[src/rtl/mcp3008_spi_pkg.sv]
// mcp3008_pkg: shared state encoding, frame constants and command builder for mcp3008_spi.
// Latency: n/a (types and constants only).
// Backpressure: n/a.
package mcp3008_pkg;

    typedef enum logic [1:0] {
        IDLE     = 2'd0,
        CS_SETUP = 2'd1,
        TRANSFER = 2'd2,
        CS_HOLD  = 2'd3
    } state_t;

    localparam int NUM_SCK         = 17;
    localparam int CMD_BITS        = 5;
    localparam int DATA_BITS       = 10;
    localparam int FIRST_DATA_RISE = 8;

    localparam int RISE_W = $clog2(NUM_SCK + 1);
    typedef logic [RISE_W-1:0] rise_cnt_t;

    // Rise counter value after the final SCK rise of a frame.
    localparam rise_cnt_t LAST_RISE  = rise_cnt_t'(NUM_SCK);
    // Rise counter value (rises already done) at which MISO starts carrying B9.
    localparam rise_cnt_t SHIFT_FROM = rise_cnt_t'(FIRST_DATA_RISE - 1);

    // Command word in transmit order: start bit, SGL/DIFF, D2, D1, D0.
    function automatic logic [CMD_BITS-1:0] build_cmd(input logic sgl, input logic [2:0] ch);
        return {1'b1, sgl, ch};
    endfunction

endpackage

[src/rtl/mcp3008_spi_if.sv]
// mcp3008_spi_if: the four SPI pins between the master and the MCP3008.
// Latency: n/a (wires only).
// Backpressure: n/a.
interface mcp3008_spi_if;
    logic MISO;
    logic MOSI;
    logic SCK;
    logic CS;

    modport master (input MISO, output MOSI, output SCK, output CS);
    modport slave  (output MISO, input MOSI, input SCK, input CS);
endinterface

[src/rtl/mcp3008_spi_sck_tick.sv]
// spi_sck_tick: CLK_DIV half-period timer generating the registered SCK and its edge enables.
// Latency: first half_tick CLK_DIV clk after en rises; rise/fall enables coincide with the SCK update edge.
// Backpressure: none; run=0 suppresses further rises, en=0 parks the timer and SCK low.
module spi_sck_tick #(
    parameter int CLK_DIV = 8
) (
    input  logic clk,
    input  logic rst,
    input  logic en,
    input  logic run,
    output logic half_tick,
    output logic rise_tick,
    output logic fall_tick,
    output logic sck
);

    localparam int            CW   = $clog2(CLK_DIV);
    localparam logic [CW-1:0] LAST = CW'(CLK_DIV - 1);

    logic [CW-1:0] cnt;

    assign half_tick = en && (cnt == LAST);
    assign rise_tick = half_tick && run && !sck;
    assign fall_tick = half_tick && sck;

    // Half-period counter; restarts at every tick and is held at zero while disabled.
    always_ff @(posedge clk or negedge rst) begin
        if (!rst) begin
            cnt <= '0;
        end else if (!en || half_tick) begin
            cnt <= '0;
        end else begin
            cnt <= cnt + 1'b1;
        end
    end

    // Registered SCK level, raised and lowered on the tick edges.
    always_ff @(posedge clk or negedge rst) begin
        if (!rst) begin
            sck <= 1'b0;
        end else if (!en) begin
            sck <= 1'b0;
        end else if (rise_tick) begin
            sck <= 1'b1;
        end else if (fall_tick) begin
            sck <= 1'b0;
        end
    end

endmodule

[src/rtl/mcp3008_spi.sv]
// mcp3008_spi: SPI mode-0 master reading one 10-bit MCP3008 conversion per start pulse (MCP3008_DIFF_EN adds diff_mode).
// Latency: CS falls 1 clk after start is sampled; data_valid pulses 36*CLK_DIV clk after CS falls.
// Backpressure: none; start is only accepted in IDLE, anything else is dropped without queuing.
module mcp3008_spi
    import mcp3008_pkg::*;
#(
    parameter int CLK_DIV = 8
) (
    input  logic                 clk,
    input  logic                 rst,
    input  logic                 start,
    input  logic [2:0]           channel,
`ifdef MCP3008_DIFF_EN
    input  logic                 diff_mode,
`endif
    mcp3008_spi_if.master        spi,
    output logic [DATA_BITS-1:0] ADC_data,
    output logic                 data_valid
);

    state_t                state;
    state_t                state_nxt;
    logic                  accept;
    logic                  done;
    logic                  run_sck;
    logic                  tick_en;
    logic                  half_tick;
    logic                  rise_tick;
    logic                  fall_tick;
    logic                  sck;
    logic                  sgl_bit;
    logic [CMD_BITS-1:0]   cmd_word;
    logic [CMD_BITS-2:0]   cmd_sh;
    rise_cnt_t             rise_cnt;
    logic [DATA_BITS-1:0]  shift_reg;
    logic                  cs_q;
    logic                  mosi_q;

`ifdef MCP3008_DIFF_EN
    assign sgl_bit = ~diff_mode;
`else
    assign sgl_bit = 1'b1;
`endif

    assign cmd_word = build_cmd(sgl_bit, channel);
    assign tick_en  = (state != IDLE);

    spi_sck_tick #(
        .CLK_DIV (CLK_DIV)
    ) u_sck_tick (
        .clk       (clk),
        .rst       (rst),
        .en        (tick_en),
        .run       (run_sck),
        .half_tick (half_tick),
        .rise_tick (rise_tick),
        .fall_tick (fall_tick),
        .sck       (sck)
    );

    // State register.
    always_ff @(posedge clk or negedge rst) begin
        if (!rst) begin
            state <= IDLE;
        end else begin
            state <= state_nxt;
        end
    end

    // Next state and per-phase controls; the first SCK rise is the tick that ends CS_SETUP,
    // and TRANSFER runs until the low phase after the last rise has elapsed.
    always_comb begin
        state_nxt = state;
        accept    = 1'b0;
        done      = 1'b0;
        run_sck   = 1'b0;
        case (state)
            IDLE: begin
                if (start) begin
                    accept    = 1'b1;
                    state_nxt = CS_SETUP;
                end
            end
            CS_SETUP: begin
                run_sck = 1'b1;
                if (half_tick) begin
                    state_nxt = TRANSFER;
                end
            end
            TRANSFER: begin
                run_sck = (rise_cnt != LAST_RISE);
                if (half_tick && !sck && (rise_cnt == LAST_RISE)) begin
                    state_nxt = CS_HOLD;
                end
            end
            CS_HOLD: begin
                if (half_tick) begin
                    done      = 1'b1;
                    state_nxt = IDLE;
                end
            end
            default: begin
                state_nxt = IDLE;
            end
        endcase
    end

    // Datapath: cmd_sh doubles as the channel/SGL latch, MOSI advances on falls,
    // MISO is captured on rises from B9 onward, result published with CS release.
    always_ff @(posedge clk or negedge rst) begin
        if (!rst) begin
            cs_q       <= 1'b1;
            mosi_q     <= 1'b0;
            cmd_sh     <= '0;
            rise_cnt   <= '0;
            shift_reg  <= '0;
            ADC_data   <= '0;
            data_valid <= 1'b0;
        end else begin
            data_valid <= 1'b0;
            if (accept) begin
                cs_q      <= 1'b0;
                mosi_q    <= cmd_word[CMD_BITS-1];
                cmd_sh    <= cmd_word[CMD_BITS-2:0];
                rise_cnt  <= '0;
                shift_reg <= '0;
            end
            if (rise_tick) begin
                rise_cnt <= rise_cnt + rise_cnt_t'(1);
                if (rise_cnt >= SHIFT_FROM) begin
                    shift_reg <= {shift_reg[DATA_BITS-2:0], spi.MISO};
                end
            end
            if (fall_tick) begin
                mosi_q <= cmd_sh[CMD_BITS-2];
                cmd_sh <= {cmd_sh[CMD_BITS-3:0], 1'b0};
            end
            if (done) begin
                cs_q       <= 1'b1;
                ADC_data   <= shift_reg;
                data_valid <= 1'b1;
            end
        end
    end

    assign spi.CS   = cs_q;
    assign spi.MOSI = mosi_q;
    assign spi.SCK  = sck;

endmodule

[src/flat_wrapper.sv]
// flat-port wrapper written by rule: the top's interface ports become plain ports
module mcp3008_spi_flat import mcp3008_pkg::*;
#(
    parameter int CLK_DIV = 8
)
  (clk, rst, start, channel, ADC_data, data_valid, spi_MISO, spi_MOSI, spi_SCK, spi_CS);
  mcp3008_spi_if spi_i ();
  input  logic clk;
  input  logic rst;
  input  logic start;
  input  logic [2:0] channel;
  output logic [DATA_BITS-1:0] ADC_data;
  output logic data_valid;
  input wire logic [$bits(spi_i.MISO)-1:0] spi_MISO;
  output wire logic [$bits(spi_i.MOSI)-1:0] spi_MOSI;
  output wire logic [$bits(spi_i.SCK)-1:0] spi_SCK;
  output wire logic [$bits(spi_i.CS)-1:0] spi_CS;
  assign spi_i.MISO = spi_MISO;
  assign spi_MOSI = spi_i.MOSI;
  assign spi_SCK = spi_i.SCK;
  assign spi_CS = spi_i.CS;
  mcp3008_spi #(.CLK_DIV(CLK_DIV)) u_core (.clk(clk), .rst(rst), .start(start), .channel(channel), .spi(spi_i), .ADC_data(ADC_data), .data_valid(data_valid));
endmodule
[config.mk]
export PLATFORM = sky130hd
export DESIGN_NAME = mcp3008_spi_flat
export DESIGN_NICKNAME = d
export VERILOG_FILES = /design/src/rtl/mcp3008_spi_pkg.sv /design/src/rtl/mcp3008_spi_if.sv /design/src/rtl/mcp3008_spi_sck_tick.sv /design/src/rtl/mcp3008_spi.sv /design/src/flat_wrapper.sv
export SDC_FILE = /design/constraint.sdc
export NUM_CORES = 1
export LEC_CHECK = 0
export BUFFER_PORTS_ARGS = -buffer_cell sky130_fd_sc_hd__clkbuf_2
export CAP_MARGIN = 40
export CELL_PAD_IN_SITES_DETAIL_PLACEMENT = 0
export CELL_PAD_IN_SITES_GLOBAL_PLACEMENT = 1
export CORE_ASPECT_RATIO = 1.5
export CORE_MARGIN = 5
export CORE_UTILIZATION = 50
export CTS_BUF_LIST = sky130_fd_sc_hd__clkbuf_2 sky130_fd_sc_hd__clkbuf_4 sky130_fd_sc_hd__clkbuf_8
export DETAILED_ROUTE_END_ITERATION = 16
export GPL_TIMING_DRIVEN = 0
export PLACE_DENSITY_LB_ADDON = 0.25
export SYNTH_ARGS = -nofsm -noshare
export SYNTH_HDL_FRONTEND = slang
export SYNTH_SLANG_ARGS = --single-unit
[constraint.sdc]
create_clock -name clk -period 3.6 [get_ports clk]
set_clock_uncertainty 0.2 [all_clocks]
set_input_delay 0.72 -clock clk [delete_from_list [all_inputs] [get_ports clk]]
set_output_delay 0.72 -clock clk [all_outputs]
set_load 0.02 [all_outputs]
==> results of run 1 <==
cells in the final DEF (no fill, tap or decap), types with 2 or more instances in the layout:
cell	instances
bufinv_16	2
clkbuf_2	20
nand2b_1	3
a22oi_1	2
mux2_2	3
nor3b_1	2
clkbuf_8	6
a21oi_1	3
mux2i_1	12
nand3_1	6
nand2_1	37
o21ai_0	13
clkbuf_1	3
nor2_1	4
inv_1	15
ha_1	9
dfrtp_1	37
logic make-up (layout without fill, tap and decap cells):
| kind of cell | after synthesis | in the layout | synth area share (%) |
|---|---|---|---|
| DFF | 38 | 38 | 53.8 |
| buffers and inverters | 20 | 49 | 4.74 |
| muxes | 15 | 15 | 8.70 |
| and+or+nand+nor | 59 | 59 | 16.5 |
| AOI/OAI and AO/OA | 26 | 26 | 9.90 |
| adders and majority gates | 9 | 9 | 6.37 |
power breakdown:
part | leakage (nW) | total, mW | switching, mW | internal [mW]
clock network | 0.0714 | 0.447 | 0.152 | 0.296
logic | 0.469 | 0.269 | 0.158 | 0.112
registers | 0.505 | 0.507 | 0.0303 | 0.477
total | 1.05 | 1.22 | 0.340 | 0.884
routing by layer:
layer	share of wire, %	routed length [um]
met1	39	1350
met2	56	1930
met3	3.3	115
met4	2.0	68
met5	0	0
stage by stage:
| stage | hold slack, ps | util [%] | setup WS (ps) | instance area, um^2 | cells |
|---|---|---|---|---|---|
| CTS | 183 | 61.2 | 1400 | 2090 | 238 |
| finish | 165 | 61.2 | 1430 | 2090 | 238 |
| global placement | 220 | 56.3 | 1490 | 1920 | 229 |
| detailed placement | 230 | 57.1 | 1420 | 1950 | 230 |
| floorplan | 208 | - | 1650 | 1770 | 167 |
| global route | 188 | 61.2 | 1250 | 2090 | 238 |
path summary, 6_finish.rpt:
| check | depth (start not counted) | slack (ps) | end | from |
|---|---|---|---|---|
| max in group asynchronous | 2 | 2570 | u_core.shift_reg[7]$_DFF_PN0_ | rst |
| worst min-delay path | 1 | 170 | u_core.rise_cnt[2]$_DFFE_PN0P_ | rst |
| min in group clk | 1 | 240 | u_core.u_sck_tick.cnt[0]$_DFF_PN0_ | u_core.u_sck_tick.cnt[0]$_DFF_PN0_ |
| worst max register to register | 8 | 1430 | u_core.shift_reg[3]$_DFF_PN0_ | u_core.state[0]$_DFFE_PN0P_ |
| worst max-delay path | 8 | 1430 | u_core.shift_reg[3]$_DFF_PN0_ | u_core.state[0]$_DFFE_PN0P_ |
| worst min register to register | 1 | 240 | u_core.u_sck_tick.cnt[0]$_DFF_PN0_ | u_core.u_sck_tick.cnt[0]$_DFF_PN0_ |
cell type report:
| cell class | instances | area share, % |
|---|---|---|
| clock buffers | 6 | 3.95 |
| clock inverters | 2 | 2.87 |
| flip-flops and latches | 38 | 45.5 |
| inverters | 15 | 2.69 |
| well taps | 42 | 2.51 |
| multi-input cells | 109 | 35.0 |
| plain buffers | 5 | 1.32 |
| repair buffers | 21 | 6.10 |
==> impl_metrics.csv, run 1 <==
group,metric,value,unit
cells_and_area,nets,211,
global_routing,antenna_found_initial,0,
clock_tree,insertion_delay,290,ps
power,ir_drop,0.349,mV
sta,max-slew-margin-rel,68.7,%
global_routing,grt_pass1_vias,1377,
worst_setup_path,crit_path_max_incr_delay,380,ps
place,hpwl,2540,um
sta,rsz0062_at_grt,"no",
floorplan,dieArea,4850,um^2
logic_synthesis,yosysTopAreaCellShare,52.3,%
worst_setup_path,crit_type,"register to register",
sta,tightest_slew,469,ps
hold_path,hp-class,"primary input to asynchronous set/reset pin",
sta,period_minus_slack,2170,ps
global_routing,grt_util_met2,29.1,%
detailed_routing,viasPerCell,5.41,
logic_synthesis,synth-main-ff-cell,"dfrtp_1",
job,drv_cap,0,
floorplan,fp.dieW,58.6,um
global_routing,grt_overflow,0,
detailed_routing,first_iter_violations,32,
detailed_routing,wire_per_inst,14.6,um
clock_tree,ctsHoldBuffers,0,
clock_tree,cts_tree,"yes",
cells_and_area,drive_gt1_share,19.4,%
detailed_routing,drcViolationCount,0,
detailed_routing,wirelength,3470,um
cells_and_area,fillers,311,
place,routabilityCongestion,0.750,
sta,drv_slew,0,
sta,setup_tns,0,ps
global_routing,gr-usage-met3,4.66,%
global_routing,grt_pass1_wl,6220,um
floorplan,fp-row-count,26,
logic_synthesis,synth_edf_count,0,
logic_synthesis,avgSynthCellArea,10.6,um^2
sta,fmax,0.462,GHz
detailed_routing,ant_nets,0,
logic_synthesis,yosysUniqueCellTypes,32,
clock_tree,cts_resized,0,
place,port_buffers,20,
worst_setup_path,critical-path-top-delay-family,"simple AND/OR/NAND/NOR gates",
cells_and_area,area_growth,18.2,%
floorplan,io_pins,21,
logic_synthesis,synthesis.nets,183,
worst_setup_path,endpoint_kind,"register",
logic_synthesis,postSynth.asyncResetShare,100,%
sta,hold_violations,0,
global_routing,grt_max_degree,24,
logic_synthesis,ys_seq_area_share,53.8,%
cells_and_area,regArea,952,um^2
floorplan,start_util,51.8,%
global_routing,use_met1,18.1,%
global_routing,top_usage_layer,"met2",
worst_setup_path,path_buf_inv,3,
logic_synthesis,syn_inst,167,
floorplan,core,3420,um^2
power,p_total,1.22,mW
clock_tree,numClockSinks,38,
clock_tree,numCtsBuffers,5,
detailed_routing,vias,1287,
logic_synthesis,netlist_top_cells_count,"dfrtp_1, nand2_1, inv_1",
global_routing,track_usage,16.6,%
sta,finalCritPeriodShare,60.2,%
logic_synthesis,synthTopCellsByArea,"dfrtp_1, nand2_1, mux2i_1",
clock_tree,cts.clk_slew.worst_paths,80,ps
sta,setup_viol,0,
detailed_routing,firstDrtPassIters,4,
worst_setup_path,critical_path.max_fanout,10,
worst_setup_path,required,3570,ps
logic_synthesis,syn-cell-area,1770,um^2
logic_synthesis,ys_seq_elements,38,
logic_synthesis,ys_warn_count,0,
clock_tree,clockBufferDepth,2,
clock_tree,post_cts_buffers,0,
floorplan,die_y,82.9,um
power,p_leak,1.05,nW
worst_setup_path,crit_chain,"inv_1 > ha_1 > buf_2 > nor2b_4 > o2111ai_4 > or2_1 > buf_6 > mux2i_1",
run_status,status,"finished clean",
clock_tree,cts.htree.levels,2,
worst_setup_path,cp.arrival,2140,ps
worst_setup_path,slowest_stage,"dfrtp_1",
power,power_density,585,nW/um^2
clock_tree,cts-root-buf,"clkbuf_8",
cells_and_area,multiInputGateArea,733,um^2
worst_setup_path,cp-start-kind,"register",
cells_and_area,diodes,0,
logic_synthesis,synth_top_cell_by_area,"dfrtp_1",
Power figures use the tool's default switching activity.
==> run 2: changes to the inputs <==
--- a/config.mk
+++ b/config.mk
@@ -5,13 +5,14 @@
 export SDC_FILE = /design/constraint.sdc
 export NUM_CORES = 1
 export LEC_CHECK = 0
+export ABC_AREA = 1
 export BUFFER_PORTS_ARGS = -buffer_cell sky130_fd_sc_hd__clkbuf_2
 export CAP_MARGIN = 40
 export CELL_PAD_IN_SITES_DETAIL_PLACEMENT = 0
 export CELL_PAD_IN_SITES_GLOBAL_PLACEMENT = 1
 export CORE_ASPECT_RATIO = 1.5
 export CORE_MARGIN = 5
-export CORE_UTILIZATION = 50
+export CORE_UTILIZATION = 45
 export CTS_BUF_LIST = sky130_fd_sc_hd__clkbuf_2 sky130_fd_sc_hd__clkbuf_4 sky130_fd_sc_hd__clkbuf_8
 export DETAILED_ROUTE_END_ITERATION = 16
 export GPL_TIMING_DRIVEN = 0
==> constraint.sdc (replaced) <==
create_clock -name clk -period 2.3 [get_ports clk]
set_clock_uncertainty 0.2 [all_clocks]
set_input_delay 0.46 -clock clk [delete_from_list [all_inputs] [get_ports clk]]
set_output_delay 0.46 -clock clk [all_outputs]
set_load 0.02 [all_outputs]
==> run 2 against run 1 <==
Compared with the run above: via count grew 21%; hold slack improved by 5.9 ps; clock power grew 9.6%; global-route usage down 2.2 points; final cell count increased by 36%; register-to-register slack worse by 1000 ps; sequential cell count unchanged; synthesized cell count rose by 49%; combinational power up 78%; first-iteration DRC count unchanged; sequential power grew 56%; setup slack got worse by 1000 ps; critical path type unchanged; largest cell class unchanged.
==> impl_metrics.csv, run 2 <==
group,metric,value,unit
run_status,status,"finished clean",
hold_path,hp-class,"primary input to register",
sta,finalCritPeriodShare,82.8,%
logic_synthesis,synth_top_cell_by_area,"dfrtp_1",
worst_setup_path,slowest_stage,"dfrtp_1",
logic_synthesis,netlist_top_cells_count,"nand2_1, dfrtp_1, inv_1",
sta,setup_tns,0,ps
floorplan,fp.dieW,64.0,um
global_routing,grt_pass1_vias,1536,
worst_setup_path,r2r_start,"u_core.state[0]$_DFFE_PN0P_",
sta,tightest_slew,448,ps
logic_synthesis,yosysUniqueCellTypes,24,
job,drv_cap,0,
global_routing,track_usage,14.3,%
cells_and_area,final_common_cell,"nand2_1",
worst_setup_path,crit_top_cell,"nand2_1",
cells_and_area,nets,293,
power,power_density,778,nW/um^2
logic_synthesis,syn-cell-area,1970,um^2
power,p_leak,1.26,nW
sta,setup_ws,395,ps
worst_setup_path,ff2ff_path_depth,10,
worst_setup_path,crit_type,"register to register",
detailed_routing,first_iter_violations,32,
sta,fmax,0.525,GHz
logic_synthesis,synthesis.nets,264,
cells_and_area,drive_gt1_share,19.1,%
clock_tree,cts.htree.levels,2,
place,pre_cts_slack,393,ps
sta,setup_viol,0,
floorplan,core,4250,um^2
detailed_routing,viasPerCell,4.81,
sta,period_minus_slack,1900,ps
global_routing,antenna_found_initial,0,
clock_tree,post_cts_buffers,0,
power,p_total,1.76,mW
worst_setup_path,required,2280,ps
logic_synthesis,postSynth.asyncResetShare,100,%
sta,hold_violations,0,
worst_setup_path,cp-start-kind,"register",
detailed_routing,wire_per_inst,11.5,um
logic_synthesis,synthTopCellsByArea,"dfrtp_1, nand2_1, ha_1",
global_routing,grt_overflow,0,
place,port_buffers,20,
cells_and_area,layout_common_cells,"nand2_1, dfrtp_1, inv_1, clkbuf_2, o21ai_0",
logic_synthesis,synth-main-ff-cell,"dfrtp_1",
global_routing,grt_pass1_wl,6780,um
worst_setup_path,critical-path-top-delay-family,"simple AND/OR/NAND/NOR gates",
clock_tree,numClockSinks,38,
logic_synthesis,synth_most_common_cell,"nand2_1",
logic_synthesis,avgSynthCellArea,7.94,um^2
sta,max-slew-margin-rel,70.2,%
clock_tree,ctsHoldBuffers,1,
clock_tree,cts_tree,"yes",
cells_and_area,fin_area,2260,um^2
worst_setup_path,endpoint_kind,"register",
logic_synthesis,ys_warn_count,0,
logic_synthesis,ys_seq_area_share,48.4,%
worst_setup_path,cp.arrival,1880,ps
clock_tree,insertion_delay,280,ps
worst_setup_path,critical_path.max_fanout,10,
place,routabilityCongestion,0.774,
cells_and_area,utilization,53.3,%
logic_synthesis,synth_edf_count,0,
worst_setup_path,crit_chain,"inv_1 > ha_1 > nand2_2 > inv_2 > buf_6 > nor2_1 > nand2_1 > nand2_1 > nand2_1 > nand2_1",
global_routing,grt_max_degree,25,
floorplan,fp-row-count,29,
floorplan,die_y,91.0,um
clock_tree,clockBufferDepth,2,
clock_tree,cts.clk_slew.worst_paths,70,ps
detailed_routing,drcViolationCount,0,
cells_and_area,final_cells,324,
floorplan,start_util,46.4,%
floorplan,dieArea,5820,um^2
worst_setup_path,path_buf_inv,3,
hold_path,min_from,"channel[0]",
sta,rsz0062_at_grt,"no",
place,placed_cell_area,2150,um^2
worst_setup_path,crit_path_max_incr_delay,420,ps
clock_tree,cts_resized,0,
place,hpwl,2810,um
logic_synthesis,ys_seq_elements,38,
power,ir_drop,0.590,mV
worst_setup_path,reg2reg_slack,400,ps
detailed_routing,vias,1559,
hold_path,hold_depth,3,
worst_setup_path,r2r-end,"u_core.shift_reg[8]$_DFF_PN0_",
detailed_routing,ant_nets,0,
logic_synthesis,yosysTopAreaCellShare,47.0,%
cells_and_area,area_growth,14.9,%
clock_tree,cts-root-buf,"clkbuf_8",
sta,whs,171,ps
floorplan,io_pins,21,
detailed_routing,wirelength,3730,um
clock_tree,numCtsBuffers,5,
cells_and_area,diodes,0,
logic_synthesis,syn_inst,248,
sta,drv_slew,0,
place,dp_cells,315,
detailed_routing,firstDrtPassIters,4,
hold_path,min_to,"u_core.cmd_sh[0]$_DFFE_PN0P_",
-- run 2: logic make-up (layout without fill, tap and decap cells) --
logic type	after synthesis	count (layout)	synth area share, %
xor+xnor	2	2	0.890
flops	38	38	48.4
compound gates	28	28	8.07
simple gates	132	132	28.1
buf+inv	39	69	8.84
fa+ha+maj	9	9	5.72
-- run 2: per-layer routing --
metal,track usage (%),vias up,share of wire (%)
met1,17.4,705,45
met3,3.33,7,4.0
li1,-,825,-
met4,5.20,0,1.7
met2,24.3,22,50
met5,0,-,0
-- run 2: tightest hold or removal path, stage by stage --
cell      delay, ps
clkbuf_2         70
nand2_1          40
nand2_1          50
-- run 2: worst max-delay path by stage --
stage | to | cells after the start | start | slack (ps)
4_1_cts | u_core.shift_reg[6]$_DFF_PN0_ | 10 | u_core.state[0]$_DFFE_PN0P_ | 370
2_1_floorplan | u_core.shift_reg[0]$_DFF_PN0_ | 9 | u_core.state[0]$_DFFE_PN0P_ | 640
3_5_place_dp | u_core.shift_reg[6]$_DFF_PN0_ | 10 | u_core.state[0]$_DFFE_PN0P_ | 390
5_1_grt | u_core.shift_reg[3]$_DFF_PN0_ | 10 | u_core.state[0]$_DFFE_PN0P_ | 200
3_3_place_gp | u_core.shift_reg[6]$_DFF_PN0_ | 10 | u_core.state[0]$_DFFE_PN0P_ | 400
6_report | u_core.shift_reg[8]$_DFF_PN0_ | 10 | u_core.state[0]$_DFFE_PN0P_ | 400
-- run 2: final cells by class --
type	count	area (um^2)
Buffer	7	53.8
Clock buffer	8	97.6
Fill cell	418	1980
Inverter	32	120
Multi-Input combinational cell	171	842
Sequential cell	38	952
Tap cell	46	57.6
Timing Repair Buffer	22	138
-- run 2: power by group --
part	switching (mW)	internal, mW
clock network	0.222	0.268
registers	0.0453	0.745
logic	0.308	0.171
